[src/rtl/simd_issue_packer.sv]
// Packs a scalar (a, b) operand stream into WIDTH-lane vectors and issues them to simd_array.
// Optional macro SIMD_PACK_ERR_EN adds o_err and rejects op==3 / len==0 commands.
module simd_issue_packer #(
   parameter int unsigned UNIT_SIZE = 32,
   parameter int unsigned WIDTH     = 5,
   parameter int unsigned LEN_W     = 16
) (
   input  logic                       i_clk,
   input  logic                       i_rstn,
   input  logic                       i_cmd_valid,
   output logic                       o_cmd_ready,
   input  logic [1:0]                 i_cmd_op,
   input  logic [LEN_W-1:0]           i_cmd_len,
   input  logic                       i_elem_valid,
   output logic                       o_elem_ready,
   input  logic [UNIT_SIZE-1:0]       i_elem_a,
   input  logic [UNIT_SIZE-1:0]       i_elem_b,
   output logic                       o_run,
   output logic [1:0]                 o_op,
   output logic [WIDTH*UNIT_SIZE-1:0] o_a,
   output logic [WIDTH*UNIT_SIZE-1:0] o_b,
   input  logic                       i_arr_valid,
   output logic                       o_chunk_last,
   output logic                       o_busy,
`ifdef SIMD_PACK_ERR_EN
   output logic                       o_err,
`endif
   output logic                       o_done
);

   localparam int unsigned VEC_W = WIDTH * UNIT_SIZE;
   localparam int unsigned IDX_W = (WIDTH > 1) ? $clog2(WIDTH) : 1;

   localparam logic [1:0] S_IDLE  = 2'd0;
   localparam logic [1:0] S_FILL  = 2'd1;
   localparam logic [1:0] S_ISSUE = 2'd2;
   localparam logic [1:0] S_WAIT  = 2'd3;

   logic [1:0]       state_q,     state_d;
   logic [1:0]       op_q,        op_d;
   logic [VEC_W-1:0] a_q,         a_d;
   logic [VEC_W-1:0] b_q,         b_d;
   logic [LEN_W-1:0] rem_q,       rem_d;
   logic [IDX_W-1:0] idx_q,       idx_d;
   logic             run_q,       run_d;
   logic             last_q,      last_d;
   logic             done_q,      done_d;
   logic             cmd_rdy_q,   cmd_rdy_d;
   logic             elem_rdy_q,  elem_rdy_d;
   logic             busy_q,      busy_d;
`ifdef SIMD_PACK_ERR_EN
   logic             err_q,       err_d;
`endif

   logic cmd_hs;
   logic elem_hs;

   assign cmd_hs  = i_cmd_valid  & cmd_rdy_q;
   assign elem_hs = i_elem_valid & elem_rdy_q;

   // Next-state and next-output logic; handshake flags are decoded one cycle ahead.
   always_comb begin
      state_d = state_q;
      op_d    = op_q;
      a_d     = a_q;
      b_d     = b_q;
      rem_d   = rem_q;
      idx_d   = idx_q;
      done_d  = 1'b0;
`ifdef SIMD_PACK_ERR_EN
      err_d   = 1'b0;
`endif

      case (state_q)
         S_IDLE: begin
            if (cmd_hs) begin
               op_d  = i_cmd_op;
               rem_d = i_cmd_len;
               a_d   = '0;
               b_d   = '0;
               idx_d = '0;
`ifdef SIMD_PACK_ERR_EN
               if ((i_cmd_op == 2'd3) || (i_cmd_len == '0)) begin
                  done_d = 1'b1;
                  err_d  = 1'b1;
               end else begin
                  state_d = S_FILL;
               end
`else
               if (i_cmd_len == '0) begin
                  done_d = 1'b1;
               end else begin
                  state_d = S_FILL;
               end
`endif
            end
         end

         S_FILL: begin
            if (elem_hs) begin
               a_d[idx_q*UNIT_SIZE +: UNIT_SIZE] = i_elem_a;
               b_d[idx_q*UNIT_SIZE +: UNIT_SIZE] = i_elem_b;
               idx_d = idx_q + IDX_W'(1);
               rem_d = rem_q - LEN_W'(1);
               if ((idx_q == IDX_W'(WIDTH - 1)) || (rem_q == LEN_W'(1))) begin
                  state_d = S_ISSUE;
               end
            end
         end

         S_ISSUE: begin
            state_d = S_WAIT;
         end

         S_WAIT: begin
            if (i_arr_valid) begin
               if (rem_q == '0) begin
                  done_d  = 1'b1;
                  state_d = S_IDLE;
               end else begin
                  a_d     = '0;
                  b_d     = '0;
                  idx_d   = '0;
                  state_d = S_FILL;
               end
            end
         end

         default: begin
            state_d = S_IDLE;
         end
      endcase

      run_d      = (state_d == S_ISSUE);
      last_d     = (state_d == S_ISSUE) && (rem_d == '0);
      cmd_rdy_d  = (state_d == S_IDLE);
      elem_rdy_d = (state_d == S_FILL);
      busy_d     = (state_d != S_IDLE);
   end

   // State and registered outputs.
   always_ff @(posedge i_clk or negedge i_rstn) begin
      if (!i_rstn) begin
         state_q    <= S_IDLE;
         op_q       <= '0;
         a_q        <= '0;
         b_q        <= '0;
         rem_q      <= '0;
         idx_q      <= '0;
         run_q      <= 1'b0;
         last_q     <= 1'b0;
         done_q     <= 1'b0;
         cmd_rdy_q  <= 1'b1;
         elem_rdy_q <= 1'b0;
         busy_q     <= 1'b0;
`ifdef SIMD_PACK_ERR_EN
         err_q      <= 1'b0;
`endif
      end else begin
         state_q    <= state_d;
         op_q       <= op_d;
         a_q        <= a_d;
         b_q        <= b_d;
         rem_q      <= rem_d;
         idx_q      <= idx_d;
         run_q      <= run_d;
         last_q     <= last_d;
         done_q     <= done_d;
         cmd_rdy_q  <= cmd_rdy_d;
         elem_rdy_q <= elem_rdy_d;
         busy_q     <= busy_d;
`ifdef SIMD_PACK_ERR_EN
         err_q      <= err_d;
`endif
      end
   end

   assign o_cmd_ready  = cmd_rdy_q;
   assign o_elem_ready = elem_rdy_q;
   assign o_run        = run_q;
   assign o_op         = op_q;
   assign o_a          = a_q;
   assign o_b          = b_q;
   assign o_chunk_last = last_q;
   assign o_busy       = busy_q;
   assign o_done       = done_q;
`ifdef SIMD_PACK_ERR_EN
   assign o_err        = err_q;
`endif

endmodule

[config.mk]
export PLATFORM = sky130hd
export DESIGN_NAME = simd_issue_packer
export DESIGN_NICKNAME = d
export VERILOG_FILES = /design/src/rtl/simd_issue_packer.sv
export SDC_FILE = /design/constraint.sdc
export NUM_CORES = 1
export LEC_CHECK = 0
export ABC_AREA = 0
export BUFFER_PORTS_ARGS = -buffer_cell sky130_fd_sc_hd__buf_2
export CELL_PAD_IN_SITES_DETAIL_PLACEMENT = 0
export CELL_PAD_IN_SITES_GLOBAL_PLACEMENT = 1
export CORE_MARGIN = 2
export CORE_UTILIZATION = 25
export CTS_CLUSTER_DIAMETER = 150
export CTS_CLUSTER_SIZE = 25
export DETAILED_ROUTE_END_ITERATION = 7
export GPL_TIMING_DRIVEN = 0
export PLACE_DENSITY = 0.6
export SLEW_MARGIN = 10
export SYNTH_ARGS = -nofsm -noshare
export SYNTH_HDL_FRONTEND = slang
export SYNTH_SLANG_ARGS = --single-unit
[constraint.sdc]
create_clock -name i_clk -period 2.9 [get_ports i_clk]
set_input_delay 0.58 -clock i_clk [delete_from_list [all_inputs] [get_ports i_clk]]
set_output_delay 0.58 -clock i_clk [all_outputs]
set_load 0.01 [all_outputs]
==> impl_metrics.yaml, run 1 <==
outcome:
  status: "finished, final reports clean"
setup_path:
  crit_fanout: 6
  cp_slowest_cell: "or4_4"
  worstPathCellList: "or4_4 > nor4_4 > buf_4 > a21oi_2 > nand3b_4 > or4_4 > or4b_4 > nor4_4"
  path_depth: 8
  cp-start-kind: "flip-flop"
  critPathRequiredTime_ns: 3.35
  worstSetupEndpointType: "flip-flop"
  slowest_delay_ns: 0.53
  cp_data_arrival_time_ns: 3.33
  cp_num_buf_inv: 1
  crit_family: "simple AND/OR/NAND/NOR gates"
  ff2ff_path_depth: 8
  timing_worst_setup_path_type: "flip-flop to flip-flop"
run:
  maxCapViolations: 0
logic_synthesis:
  yosys.area_share.simple_pct: 16.36
  synth_xor_area_share_pct: 0.2462
  yosysSeqAreaShare_pct: 61.39
  ys_warn_count: 0
  syn_area_mm2: 0.01423
  synthMuxAreaShare_pct: 0.8091
  synthArstFlopShare_pct: 100.0
  synth_compound_gate_area_share_pct: 16.57
  synth_top_area_cell: "dfrtp_1"
  synth_flop_cell: "dfrtp_1"
  synth_area_leaders: "dfrtp_1, nand2_1, o21ai_0"
  avgSynthCellArea_um2: 9.873
  synth_nets: 1542
  synth_top_family_by_area: "compound AO/OA/AOI/OAI gates"
  synth_seq_cells: 349
  synth_edf_count: 0
  synthTopCellsByCount: "nand2_1, dfrtp_1, o21ai_0"
  syn_inst: 1441
  synth_most_common_cell: "nand2_1"
  ys_types: 59
  synth_top_cell_area_share_pct: 61.21
  synth-adder-area-share_pct: 1.231
global_routing:
  grt_use_met1_pct: 24.95
  grt_pass1_wl_mm: 84.16
  antenna_found_initial: 0
  grt_util_met3_pct: 5.107
  grt.met2_usage_pct: 30.80
  track_usage_pct: 18.73
  top_usage_layer: "met2"
  gr-total-overflow: 0
  grt_pass1_vias: 12456
  grt_start_max_net_pins: 105
placement:
  routabilityCongestion: 0.8419
  numPlacedInstances: 2619
  io_buffers: 414
  dp_hpwl_mm: 41.41
floorplanning:
  die_height_um: 242.6
  die_area_mm2: 0.05883
  row_count: 87
  coreArea_mm2: 0.05628
  die_w_um: 242.6
  initial_core_util_pct: 25.28
  ioPinCount: 415
sta:
  maxSlewHeadroom_pct: 53.41
  hold_viol_final: 0
  slew_viol_final: 0
  skew_ns: 0.01053
  fin_crit_sh_pct: 99.22
  clock.fmax_mhz: 347.5
  period_needed_ns: 2.877
  hold_ws_ns: 0.2676
  setup_violations: 0
  rsz0062_at_grt: "true"
  worst_pin_slew_ns: 0.6894
worst_hold_path:
  hold_path_class: "input port to flip-flop"
  hold_depth: 2
clock_tree:
  tritoncts: "built"
  htreeDepth: 1
  clk_pin_slew_worst_paths_ns: 0.11
  cts.sinks: 349
  ctsLongestPathBuffers: 3
  cts_buffers: 17
  cts-root-buf: "clkbuf_16"
  clk_latency_ns: 0.54
route:
  detail-route-antenna-nets: 0
  drc: 0
  wirelength_mm: 56.50
  drt-wirelength-per-cell_um: 21.28
  viasPerCell: 4.722
  drt_iter0_markers: 810
  num_vias: 12538
  first_pass_iters: 5
final_layout:
  layoutNonFillerInstCount: 2655
  syn_to_final_growth_pct: 28.74
  drive_above_1_share_pct: 30.38
  fillCellCount: 5949
  final_nets: 1996
  antennaDiodeCount: 0
power:
  total_leakage_power_nw: 9.038
  max-vdd-ir-drop_mv: 0.4176
  power.density_mw_per_mm2: 809.5
==> final timing paths <==
path / from / endpoint / slack (ns)
setup / recovery: rem_q[3] / o_chunk_last / 0.02
hold / removal: i_cmd_op[0] / o_op[0] / 0.27
setup reg to reg: rem_q[3] / o_chunk_last / 0.02
hold reg to reg: o_a[116] / o_a[116] / 0.48
max in group asynchronous: i_rstn / o_a[82] / 0.99
min in group asynchronous: i_rstn / o_b[44] / 0.54
==> sequential cells by signal (all words and copies together) (netlist names) <==
name,count
o_done,1
o_busy,1
idx_q,3
o_chunk_last,1
o_run,1
state_q,2
rem_q,16
o_a,160
o_b,160
o_elem_ready,1
o_cmd_ready,1
o_op,2
==> cells in the final DEF (no fill, tap or decap), types with 3 or more instances in the layout <==
master and instances:
nand2b_1 3, or4_4 3, a22oi_1 4, o21ai_0 245
nor3_1 7, clkbuf_4 5, buf_16 3, nor2b_1 3
nor2_4 5, buf_12 3, buf_2 429, buf_6 9
buf_4 23, a21o_1 4, nor2_1 13, ha_1 12
xnor2_1 4, and2_1 3, nor4_4 4, mux2i_1 7
nor4_1 6, dfrtp_2 3, clkbuf_1 25, a31oi_1 5
nand3_1 6, mux2_2 4, a41oi_1 3, dfrtp_1 345
nand4_1 4, clkbuf_2 41, clkbuf_16 17, o221ai_1 4
inv_1 10, a22o_1 88, nand2_1 490, a21oi_1 8
==> routing by layer <==
layer	wire, um	part of all wire, %	vias to the layer above
met5	0	0	-
met4	704	1.2	0
met3	4213	7.5	34
met2	26790	47	362
met1	24790	44	6369
li1	-	-	5773
==> cell families after synthesis <==
| logic type | count (synthesis) |
|---|---|
| xor+xnor | 4 |
| fa+ha+maj | 14 |
| compound gates | 381 |
| simple gates | 567 |
| buf+inv | 115 |
| mux | 11 |
| flops | 349 |
==> area by class of cell <==
type | count | area (um2) | area share (%)
inverters | 12 | 45.04 | 0.2459
well taps | 756 | 945.9 | 5.164
plain buffers | 97 | 545.5 | 2.978
flip-flops and latches | 349 | 8738 | 47.71
clock inverters | 1 | 8.758 | 0.04782
repair buffers | 441 | 2404 | 13.12
multi-input cells | 977 | 5185 | 28.31
clock buffers | 22 | 444.2 | 2.425
==> timing repair <==
item / in CTS / in global routing
setup endpoints to repair: 321 / 298
pin swaps: 7 / 5
endpoints found under the hold margin: 48 / 0
hold buffers: 1 / 0
resized for setup: 70 / 65
setup buffers: 11 / 7
==> stage by stage <==
step / cell area [um2] / setup slack [ns] / utilization [%] / TNS (ns) / power [mW]
after floorplan: 14230 / 0.1212 / - / 0 / 9.171
after global placement: 17250 / -5.854 / 30.65 / -2417.08 / 11.67
after detailed placement: 17430 / -1.195 / 30.98 / -241.73 / 11.79
after CTS: 18170 / 0.00008793 / 32.30 / 0 / 14.88
after global routing: 18320 / -0.03982 / 32.55 / -0.05142 / 15.77
final: 18320 / 0.02256 / 32.55 / 0 / 14.83
==> power by group <==
| part | switching, mW | internal (mW) |
|---|---|---|
| registers | 0.556 | 5.64 |
| logic | 3.86 | 2.02 |
| clock network | 1.66 | 1.10 |
Note: power is estimated with default switching activity, not from simulation.
==> inputs of run 2 (changes only) <==
- CORE_MARGIN: 2 -> 5
==> run 2 against run 1 <==
Register-to-register slack about the same. Utilization down 0.22 points. Fmax down 0.30%. Critical path depth down 1. Hold slack worse by 0.0084 ns. Sequential share of layout area up 0.22 points. Non-clock buffer count down 5. Critical endpoint unchanged. Largest power group unchanged.
==> impl_metrics.yaml, run 2 (synthesis results as in run 1) <==
final_layout:
  final_util_pct: 32.33
  layout_common_cells: "nand2_1, buf_2, dfrtp_1"
  fin_area_mm2: 0.01823
  final_common_cell: "nand2_1"
  layoutNonFillerInstCount: 2651
  fillCellCount: 6020
  drive_above_1_share_pct: 30.04
  syn_to_final_growth_pct: 28.12
  final_nets: 1991
floorplanning:
  ioPinCount: 415
  coreArea_mm2: 0.05639
  die_w_um: 248.6
  die_height_um: 248.6
  initial_core_util_pct: 25.23
  die_area_mm2: 0.06178
  row_count: 87
sta:
  rsz0062_at_grt: "true"
  setup_violations: 0
  hold_ws_ns: 0.2592
  fin_crit_sh_pct: 99.52
  maxSlewHeadroom_pct: 49.29
  hold_viol_final: 0
  clock.fmax_mhz: 346.5
  worst_pin_slew_ns: 0.7503
  skew_ns: 0.03016
  setup_ws_ns: 0.01389
  tns_ns: 0
  slew_viol_final: 0
  period_needed_ns: 2.886
power:
  max-vdd-ir-drop_mv: 0.3353
  total_leakage_power_nw: 9.005
  power.density_mw_per_mm2: 816.6
  p_total_mw: 14.88
global_routing:
  grt_pass1_vias: 12779
  gr-total-overflow: 0
  grt_start_max_net_pins: 106
  grt_pass1_wl_mm: 86.50
  track_usage_pct: 17.91
  antenna_found_initial: 1
clock_tree:
  cts.sinks: 349
  tritoncts: "built"
  ctsLongestPathBuffers: 3
  cts_buffers: 17
  htreeDepth: 1
  clk_latency_ns: 0.54
  clk_pin_slew_worst_paths_ns: 0.12
  cts-root-buf: "clkbuf_16"
setup_path:
  crit_fanout: 7
  worstSetupEndpointType: "flip-flop"
  cp_data_arrival_time_ns: 3.33
  cp-start-kind: "flip-flop"
  timing_worst_setup_path_type: "flip-flop to flip-flop"
  critPathRequiredTime_ns: 3.35
  r2r-start: "rem_q[0]"
  crit_path_start: "rem_q[0]"
placement:
  place_area_mm2: 0.01744
  numPlacedInstances: 2620
  io_buffers: 414
  dp_slack_ns: -1.159
  routabilityCongestion: 0.8525
  dp_hpwl_mm: 43.07
route:
  detail-route-antenna-nets: 0
  drt-wirelength-per-cell_um: 21.82
  wirelength_mm: 57.86
  viasPerCell: 4.739
  first_pass_iters: 6
  drt_iter0_markers: 985
  drc: 0
  num_vias: 12562
worst_hold_path:
  hold_path_class: "input port to flip-flop"
  min_from: "i_cmd_op[1]"
outcome:
  status: "finished, final reports clean"
run:
  maxCapViolations: 0
## run 2: critical path, cell delays in order, from the launching register on
cell and delay, ns:
dfrtp_1 0.48, or4bb_2 0.73, o311ai_1 0.30, o31ai_1 0.12, a221o_1 0.28, nor2_1 0.12
or4bb_1 0.51, nor4_2 0.25
## run 2: worst paths after layout
kind                                     end  slack [ns]  depth (start not counted)
worst min register to register       o_a[69]        0.48                          2
worst min-delay path                 o_op[1]        0.26                          2
worst max-delay path            o_chunk_last        0.01                          7
worst max register to register  o_chunk_last        0.01                          7
min in group asynchronous           o_b[140]        0.59                          2
max in group asynchronous           o_a[109]        1.30                          3
## run 2: final cells by class
class                      count  area (um2)  share of cell area (%)
tap                          756       945.9                   5.189
clock buffer                  23       447.9                   2.457
timing repair buffer         436        2332                   12.80
inverter                      12       45.04                  0.2471
buffer                        97       568.0                   3.116
antenna                        1       2.502                 0.01373
sequential                   349        8736                   47.93
multi-input combinational    977        5150                   28.25
## run 2: timing repair
item,4_1_cts,5_1_grt
gates resized for setup,77,63
pin swaps,9,1
setup endpoints to repair,321,295
buffers inserted,9,3
hold endpoints to repair,11,0
hold buffers,1,0
## run 2: metal layers
metal	up-vias	global-route usage (%)	wire length (um)	part of all wire, %
met1	6345	23.97	25540	44
met4	0	4.241	1296	2.2
met5	-	0	0	0
met3	62	4.608	3937	6.8
met2	393	29.33	27090	47
li1	5762	-	-	-
## run 2: report_power, final
group / switching, mW / total, mW / leakage, nW / internal, mW
logic: 3.93 / 5.94 / 3.98 / 2.01
registers: 0.553 / 6.19 / 4.80 / 5.63
clock network: 1.66 / 2.76 / 0.217 / 1.10
